--- config.mk ---
export PLATFORM = sky130hd
export DESIGN_NAME = mem_arb
export DESIGN_NICKNAME = d
export VERILOG_FILES = /design/src/rtl/mem_arb.sv
export SDC_FILE = /design/constraint.sdc
export NUM_CORES = 1
export LEC_CHECK = 0
export BUFFER_PORTS_ARGS = -buffer_cell sky130_fd_sc_hd__buf_2
export CAP_MARGIN = 10
export CORE_AREA = 2 2 85 87
export CTS_CLUSTER_SIZE = 28
export DETAILED_ROUTE_END_ITERATION = 10
export DIE_AREA = 0 0 87 89
export PLACE_DENSITY_LB_ADDON = 0.15
export SYNTH_ARGS = -nofsm -noshare
export SYNTH_HDL_FRONTEND = slang
export SYNTH_SLANG_ARGS = --single-unit
--- constraint.sdc ---
create_clock -name clk -period 8.55 [get_ports clk]
set_clock_uncertainty 0.1 [all_clocks]
set_input_delay 2.565 -clock clk [delete_from_list [all_inputs] [get_ports clk]]
set_output_delay 2.565 -clock clk [all_outputs]
set_load 0.02 [all_outputs]
--- src/rtl/mem_arb.sv ---
// Two-port arbiter sharing one single-port synchronous RAM between port 0 (CPU)
// and port 1 (DMA/debug): round-robin or fixed priority, starvation guard, bus lock.
module mem_arb #(
  parameter int AW       = 9,
  parameter int DW       = 32,
  parameter int MODE     = 0,
  parameter int MAX_WAIT = 15
) (
  input  logic          clk,
  input  logic          resetn,
  input  logic          req0,
  input  logic          req1,
  input  logic          wr0,
  input  logic          wr1,
  input  logic          lock0,
  input  logic          lock1,
  input  logic [AW-1:0] a0,
  input  logic [AW-1:0] a1,
  input  logic [DW-1:0] d0,
  input  logic [DW-1:0] d1,
  output logic          gnt0,
  output logic          gnt1,
  output logic          valid0,
  output logic          valid1,
  output logic [DW-1:0] rdata,
  output logic          m_cs,
  output logic          m_wr,
  output logic [AW-1:0] m_a,
  output logic [DW-1:0] m_i,
  input  logic [DW-1:0] m_o,
  output logic [1:0]    dbg_owner,
  output logic          dbg_ptr,
  output logic [7:0]    dbg_w0,
  output logic [7:0]    dbg_w1
);

  typedef enum logic [1:0] {
    OWN_NONE = 2'd0,
    OWN_P0   = 2'd1,
    OWN_P1   = 2'd2
  } owner_t;

  localparam logic [7:0] WMAX = 8'(MAX_WAIT);

  owner_t     owner;
  logic       ptr;      // last granted port (1 = port 1)
  logic [7:0] w0;
  logic [7:0] w1;
  logic       sat0;
  logic       sat1;
  logic       pick1;
  logic       sel0;
  logic       sel1;

  // Handshake: a port raises reqN and holds wrN/lockN/aN/dN stable until it
  // sees gntN high in a cycle; that cycle is the access. gnt is combinational.
  always_comb begin
    sat0  = (w0 >= WMAX);
    sat1  = (w1 >= WMAX);
    pick1 = 1'b0;
    if (sat0 && sat1)  pick1 = ~ptr;
    else if (sat0)     pick1 = 1'b0;
    else if (sat1)     pick1 = 1'b1;
    else if (MODE == 0) pick1 = ~ptr;
    else               pick1 = 1'b0;

    sel0 = 1'b0;
    sel1 = 1'b0;
    case (owner)
      OWN_P0: sel0 = req0;
      OWN_P1: sel1 = req1;
      default: begin
        if (req0 && req1) begin
          sel0 = ~pick1;
          sel1 = pick1;
        end else begin
          sel0 = req0;
          sel1 = req1;
        end
      end
    endcase
  end

  // Reset blocks grants immediately, not just at the next edge.
  assign gnt0 = resetn & sel0;
  assign gnt1 = resetn & sel1;

  always_comb begin
    m_cs = gnt0 | gnt1;
    m_wr = 1'b0;
    if (gnt0)      m_wr = wr0;
    else if (gnt1) m_wr = wr1;
    m_a = gnt1 ? a1 : a0;
    m_i = gnt1 ? d1 : d0;
  end

  assign rdata = m_o;

  always_ff @(posedge clk or negedge resetn) begin
    if (!resetn) begin
      owner  <= OWN_NONE;
      ptr    <= 1'b1;
      w0     <= 8'd0;
      w1     <= 8'd0;
      valid0 <= 1'b0;
      valid1 <= 1'b0;
    end else begin
      if (gnt0) begin
        owner <= lock0 ? OWN_P0 : OWN_NONE;
        ptr   <= 1'b0;
      end else if (gnt1) begin
        owner <= lock1 ? OWN_P1 : OWN_NONE;
        ptr   <= 1'b1;
      end

      if (req0 && !gnt0) w0 <= sat0 ? WMAX : w0 + 8'd1;
      else               w0 <= 8'd0;
      if (req1 && !gnt1) w1 <= sat1 ? WMAX : w1 + 8'd1;
      else               w1 <= 8'd0;

      valid0 <= gnt0 & ~wr0;
      valid1 <= gnt1 & ~wr1;
    end
  end

  assign dbg_owner = owner;
  assign dbg_ptr   = ptr;
  assign dbg_w0    = w0;
  assign dbg_w1    = w1;

endmodule

==> results.py, run 1 <==
metrics = {
    "outcome": {
        "outcome": "completed",
    },
    "placed_design": {
        "dpl.hpwl_mm": 4.519,
        "dpl_cell_area_um2": 2351,
        "place_congestion": 0.7271,
        "io_buffers": 155,
    },
    "global_routing": {
        "grt_pass1_wl_mm": 7.389,
        "top_usage_layer": "met2",
        "use_met2": 0.1936,
        "met1_usage": 0.1474,
        "use_met3": 0.04247,
        "grt_pass1_vias": 1550,
        "grt_antenna_before_repair": 0,
        "gr-total-overflow": 0,
        "grt_max_degree": 30,
        "globalRouteTotalUtil": 0.1235,
    },
    "floorplanning": {
        "die-area_um2": 7743,
        "start_util": 0.2557,
        "die_h_um": 89,
        "ioPinCount": 220,
        "core-area_um2": 6719,
        "rows": 30,
        "die_w_um": 87,
    },
    "finish": {
        "syn2layout_area_growth_pct": 39.48,
        "diodes": 0,
        "design_area_um2": 2396,
        "drive_gt1_frac": 0.7333,
        "fin_nets": 412,
    },
    "hold_path": {
        "hp-class": "reg2reg",
        "holdPathStages": 1,
    },
    "detailed_routing": {
        "drt-total-wl_mm": 5.315,
        "avgViaCountPerCell": 4.392,
        "wl_per_cell_um": 14.56,
        "ant_nets": 0,
        "num_vias": 1603,
        "drt_iter0_markers": 30,
        "firstDrtPassIters": 4,
        "drc": 0,
    },
    "timing": {
        "max_slew_margin": 0.6321,
        "rsz0062_at_grt": "false",
        "tightest_slew_ps": 549.4,
        "hold_viol_final": 0,
        "period_needed_ps": 7067,
        "fin_setup_tns_ps": 0,
        "drv_slew": 0,
        "setup_viol": 0,
        "clock.fmax_ghz": 0.1415,
        "post-route-period-util": 0.8266,
    },
    "critical_path": {
        "cpLargestDelayFamily": "buffers and inverters",
        "worst-r2r-cell-count": 7,
        "worstPathCellList": "buf_2 > o211ai_1 > nor2_4 > buf_4 > mux2_2 > buf_2",
        "cp.depth": 6,
        "cpPeakStageDelay_ps": 400,
        "start_kind": "primary input",
        "path_buf_inv": 3,
        "cpMaxStageDelayCell": "buf_2",
        "criticalPathCategory": "in2out",
        "crit_path_end_kind": "output pin",
        "rrSetupSlack_ps": 6260,
        "crit_top_cell": "buf_2",
        "worst-endpoint-required_ps": 5890,
        "cp_data_arrival_time_ps": 4400,
        "critical_path.max_fanout": 29,
    },
    "clocking": {
        "root_buffer": "clkbuf_8",
        "clockBufferDepth": 2,
        "clock_latency_ps": 250,
        "htreeDepth": 1,
        "cts_resized": 0,
        "cts_hold_buf": 0,
        "clock-sinks": 21,
        "path_clk_slew_ps": 70,
        "cts_buffers": 3,
        "cts_tree": "done",
        "post_cts_buffers": 0,
    },
    "synth": {
        "yosysSeqAreaShare": 0.3066,
        "syn-cell-area_um2": 1718,
        "synth_cell_types": 31,
        "syn-instance-count": 155,
        "ys_warn_count": 0,
        "synth.avg_cell_area_um2": 11.08,
        "synth-seq-cells": 21,
    },
    "power_and_ir_drop": {
        "p_leak_nw": 1.280,
        "ir_drop_mv": 0.06476,
        "power.total_mw": 0.5115,
        "power_density_nw_per_um2": 213.5,
    },
    "run": {
        "maxCapViolCount": 0,
    },
}
-- stage by stage --
step,hold WS (ps),utilization,instances,setup slack [ps]
after floorplan,481.7,-,162,1981
after global placement,402.3,0.3499,361,1446
final,416.6,0.3566,365,1483
after CTS,422.1,0.3566,365,1415
after detailed placement,412.0,0.3499,361,1421
after global routing,446.5,0.3566,365,1233
-- cell families (layout without fill, tap and decap cells) --
kind of cell	count (synthesis)	after routing	share of synthesized area
buf+inv	43	166	0.1792
fa+ha+maj	4	4	0.02913
other cells	1	8	0.002183
mux	41	41	0.2972
xor+xnor	4	4	0.02040
simple gates	21	21	0.07939
compound gates	20	20	0.08594
flops	21	21	0.3066
-- report_power, final --
part	leakage (nW)	switching, mW	internal, mW
Combinational	1.00	0.178	0.137
Clock	0.0228	0.0283	0.0331
Sequential	0.253	0.0162	0.119
-- cell usage after synthesis --
cell type,number,share of area
a21oi_1,5,0.015
inv_1,5,0.011
nor3b_1,1,0.0044
or2_2,1,0.0036
o21a_1,1,0.0044
o21ai_0,3,0.0087
and2_1,3,0.011
mux2_2,28,0.18
nor4_4,1,0.012
a211oi_1,4,0.017
ha_1,4,0.029
nand3_1,4,0.012
mux2_4,13,0.11
a22o_4,1,0.010
a2111oi_0,1,0.0051
xnor2_1,2,0.010
and3_1,2,0.0073
conb_1,1,0.0022
dfrtp_1,20,0.29
o211ai_1,3,0.013
a211oi_2,1,0.0073
dfstp_2,1,0.015
nor2_2,1,0.0036
a31o_2,1,0.0051
nor3_1,5,0.015
or4_4,1,0.0066
buf_4,32,0.14
nor2_1,2,0.0044
buf_6,3,0.020
buf_2,3,0.0087
xor2_1,2,0.010
-- final cells by class --
class                           instances  area, um2
Clock buffer                            4      45.04
Fill cell                             722       4323
Inverter                                5      18.77
Multi-Input combinational cell         98      914.6
Sequential cell                        21      526.8
Tap cell                               80      100.1
Timing Repair Buffer                  157      790.8
-- state kept, by name (all words and copies together), names as in the netlist --
signal	count
valid0	1
dbg_w1	8
dbg_ptr	1
dbg_w0	8
valid1	1
dbg_owner	2
-- cell usage in the layout, fill, tap and decap left out, types with 2 or more instances in the layout --
cell      synthesis  final
conb_1            1      8
dfrtp_1          20     20
ha_1              4      4
mux2_2           28     28
clkbuf_8          0      3
a211oi_1          4      4
nor3_1            5      5
mux2_4           13     13
inv_1             5      5
buf_2             3    155
a21oi_1           5      5
xnor2_1           2      2
and3_1            2      2
o21ai_0           3      3
o211ai_1          3      3
buf_4            32      2
nor2_1            2      2
nand3_1           4      4
xor2_1            2      2
and2_1            3      3
-- routing by layer --
metal,part of all wire,vias up
met5,0,-
met4,0.047,0
met3,0.12,24
met2,0.47,115
met1,0.36,697
li1,-,767
-- final timing paths --
check,end,start
setup / recovery,m_a[3],resetn
hold / removal,dbg_w0[0]$_DFF_PN0_,dbg_w0[0]$_DFF_PN0_
setup reg to reg,dbg_owner[1]$_DFFE_PN0P_,dbg_w1[0]$_DFF_PN0_
hold reg to reg,dbg_w0[0]$_DFF_PN0_,dbg_w0[0]$_DFF_PN0_
max in group asynchronous,dbg_ptr$_DFFE_PN1P_,resetn
min in group asynchronous,dbg_w0[5]$_DFF_PN0_,resetn
Note: power is estimated with default switching activity, not from simulation.
==> run 2: changes to the inputs <==
==> constraint.sdc (replaced) <==
create_clock -name clk -period 6.4 [get_ports clk]
set_clock_uncertainty 0.1 [all_clocks]
set_input_delay 1.92 -clock clk [delete_from_list [all_inputs] [get_ports clk]]
set_output_delay 1.92 -clock clk [all_outputs]
set_load 0.02 [all_outputs]
==> results.py, run 2 (synthesis gave the netlist of run 1 again) <==
metrics = {
    "floorplanning": {
        "die_w_um": 87,
        "start_util": 0.2557,
        "die_h_um": 89,
        "die-area_um2": 7743,
        "core-area_um2": 6719,
        "rows": 30,
        "ioPinCount": 220,
    },
    "clocking": {
        "clock_latency_ps": 260,
        "root_buffer": "clkbuf_8",
        "cts_buffers": 3,
        "cts_tree": "done",
        "htreeDepth": 1,
        "cts_hold_buf": 0,
        "cts_resized": 0,
        "clock-sinks": 21,
        "path_clk_slew_ps": 70,
        "post_cts_buffers": 0,
        "clockBufferDepth": 2,
    },
    "timing": {
        "tightest_slew_ps": 565.4,
        "hold_slack_ps": 415.1,
        "setup_viol": 0,
        "period_needed_ps": 5637,
        "max_slew_margin": 0.6191,
        "hold_viol_final": 0,
        "fin_setup_tns_ps": 0,
        "rsz0062_at_grt": "false",
        "drv_slew": 0,
        "post-route-period-util": 0.8808,
        "clock.fmax_ghz": 0.1774,
        "setup_ws_ps": 762.7,
    },
    "power_and_ir_drop": {
        "ir_drop_mv": 0.09203,
        "power.total_mw": 0.6883,
        "p_leak_nw": 1.288,
        "power_density_nw_per_um2": 286.2,
    },
    "hold_path": {
        "min-delay-start": "dbg_w0[0]$_DFF_PN0_",
        "hp-class": "reg2reg",
    },
    "global_routing": {
        "grt_pass1_vias": 1581,
        "gr-total-overflow": 0,
        "grt_pass1_wl_mm": 7.445,
        "grt_max_degree": 29,
        "globalRouteTotalUtil": 0.1223,
        "grt_antenna_before_repair": 0,
    },
    "run": {
        "maxCapViolCount": 0,
    },
    "critical_path": {
        "worst-endpoint-required_ps": 4380,
        "cp_data_arrival_time_ps": 3620,
        "start_kind": "primary input",
        "crit_path_end_kind": "output pin",
        "rr_startpoint": "dbg_w1[0]$_DFF_PN0_",
        "crit_start": "req1",
        "critical_path.max_fanout": 28,
        "criticalPathCategory": "in2out",
    },
    "finish": {
        "fin_nets": 413,
        "syn2layout_area_growth_pct": 39.99,
        "layout_commonest_cell": "buf_2",
        "drive_gt1_frac": 0.7378,
        "final_cell_mix": "buf_2 (155), mux2_2 (28), dfrtp_1 (20)",
        "diodes": 0,
        "design_area_um2": 2405,
    },
    "detailed_routing": {
        "firstDrtPassIters": 4,
        "drc": 0,
        "ant_nets": 0,
        "wl_per_cell_um": 14.66,
        "drt-total-wl_mm": 5.367,
        "drt_iter0_markers": 45,
        "avgViaCountPerCell": 4.374,
        "num_vias": 1601,
    },
    "placed_design": {
        "dpl_cell_area_um2": 2359,
        "io_buffers": 155,
        "pre_cts_ws_ps": 745.6,
        "dpl.hpwl_mm": 4.620,
        "place_congestion": 0.7386,
    },
    "outcome": {
        "outcome": "completed",
    },
}
-- run 2: metrics by stage --
stage / util / cells
5_1_grt: 0.3579 / 366
2_1_floorplan: - / 162
4_1_cts: 0.3579 / 366
6_report: 0.3579 / 366
3_5_place_dp: 0.3510 / 362
3_3_place_gp: 0.3510 / 362
-- run 2: layout make-up --
class	instances	area, um2
fill	718	4314
tap	80	100.1
inverter	5	18.77
timing repair buffer	158	798.3
clock inverter	1	5.005
sequential	21	526.8
clock buffer	3	41.29
multi-input combinational	98	914.6
-- run 2: final timing paths --
kind / to / slack, ps / cells past startpoint
min in group asynchronous: dbg_owner[0]$_DFFE_PN0P_ / 1380 / 1
min: dbg_w0[0]$_DFF_PN0_ / 420 / 1
max reg2reg: dbg_owner[1]$_DFFE_PN0P_ / 4060 / 7
min reg2reg: dbg_w0[0]$_DFF_PN0_ / 420 / 1
max: m_a[1] / 760 / 8
max in group asynchronous: dbg_w0[0]$_DFF_PN0_ / 4370 / 2
-- run 2: layer usage --
| layer | routed length, um | share of wire | GRT usage |
|---|---|---|---|
| met3 | 663 | 0.12 | 0.04247 |
| met4 | 251 | 0.047 | 0.07102 |
| met1 | 1901 | 0.35 | 0.1345 |
| met5 | 0 | 0 | 0 |
| met2 | 2550 | 0.48 | 0.2054 |
-- run 2: power breakdown --
| group | total (mW) | internal (mW) | switching, mW |
|---|---|---|---|
| Combinational | 0.423 | 0.184 | 0.239 |
| Sequential | 0.180 | 0.159 | 0.0213 |
| Clock | 0.0850 | 0.0433 | 0.0417 |
| Total | 0.688 | 0.386 | 0.302 |
-- run 2: worst max-delay path, cell delays in order --
cell and delay [ps]:
buf_2 120, and3_1 190, and2_1 160, a22o_4 240, nor2_4 80, buf_4 340, mux2_2 380, buf_2 160
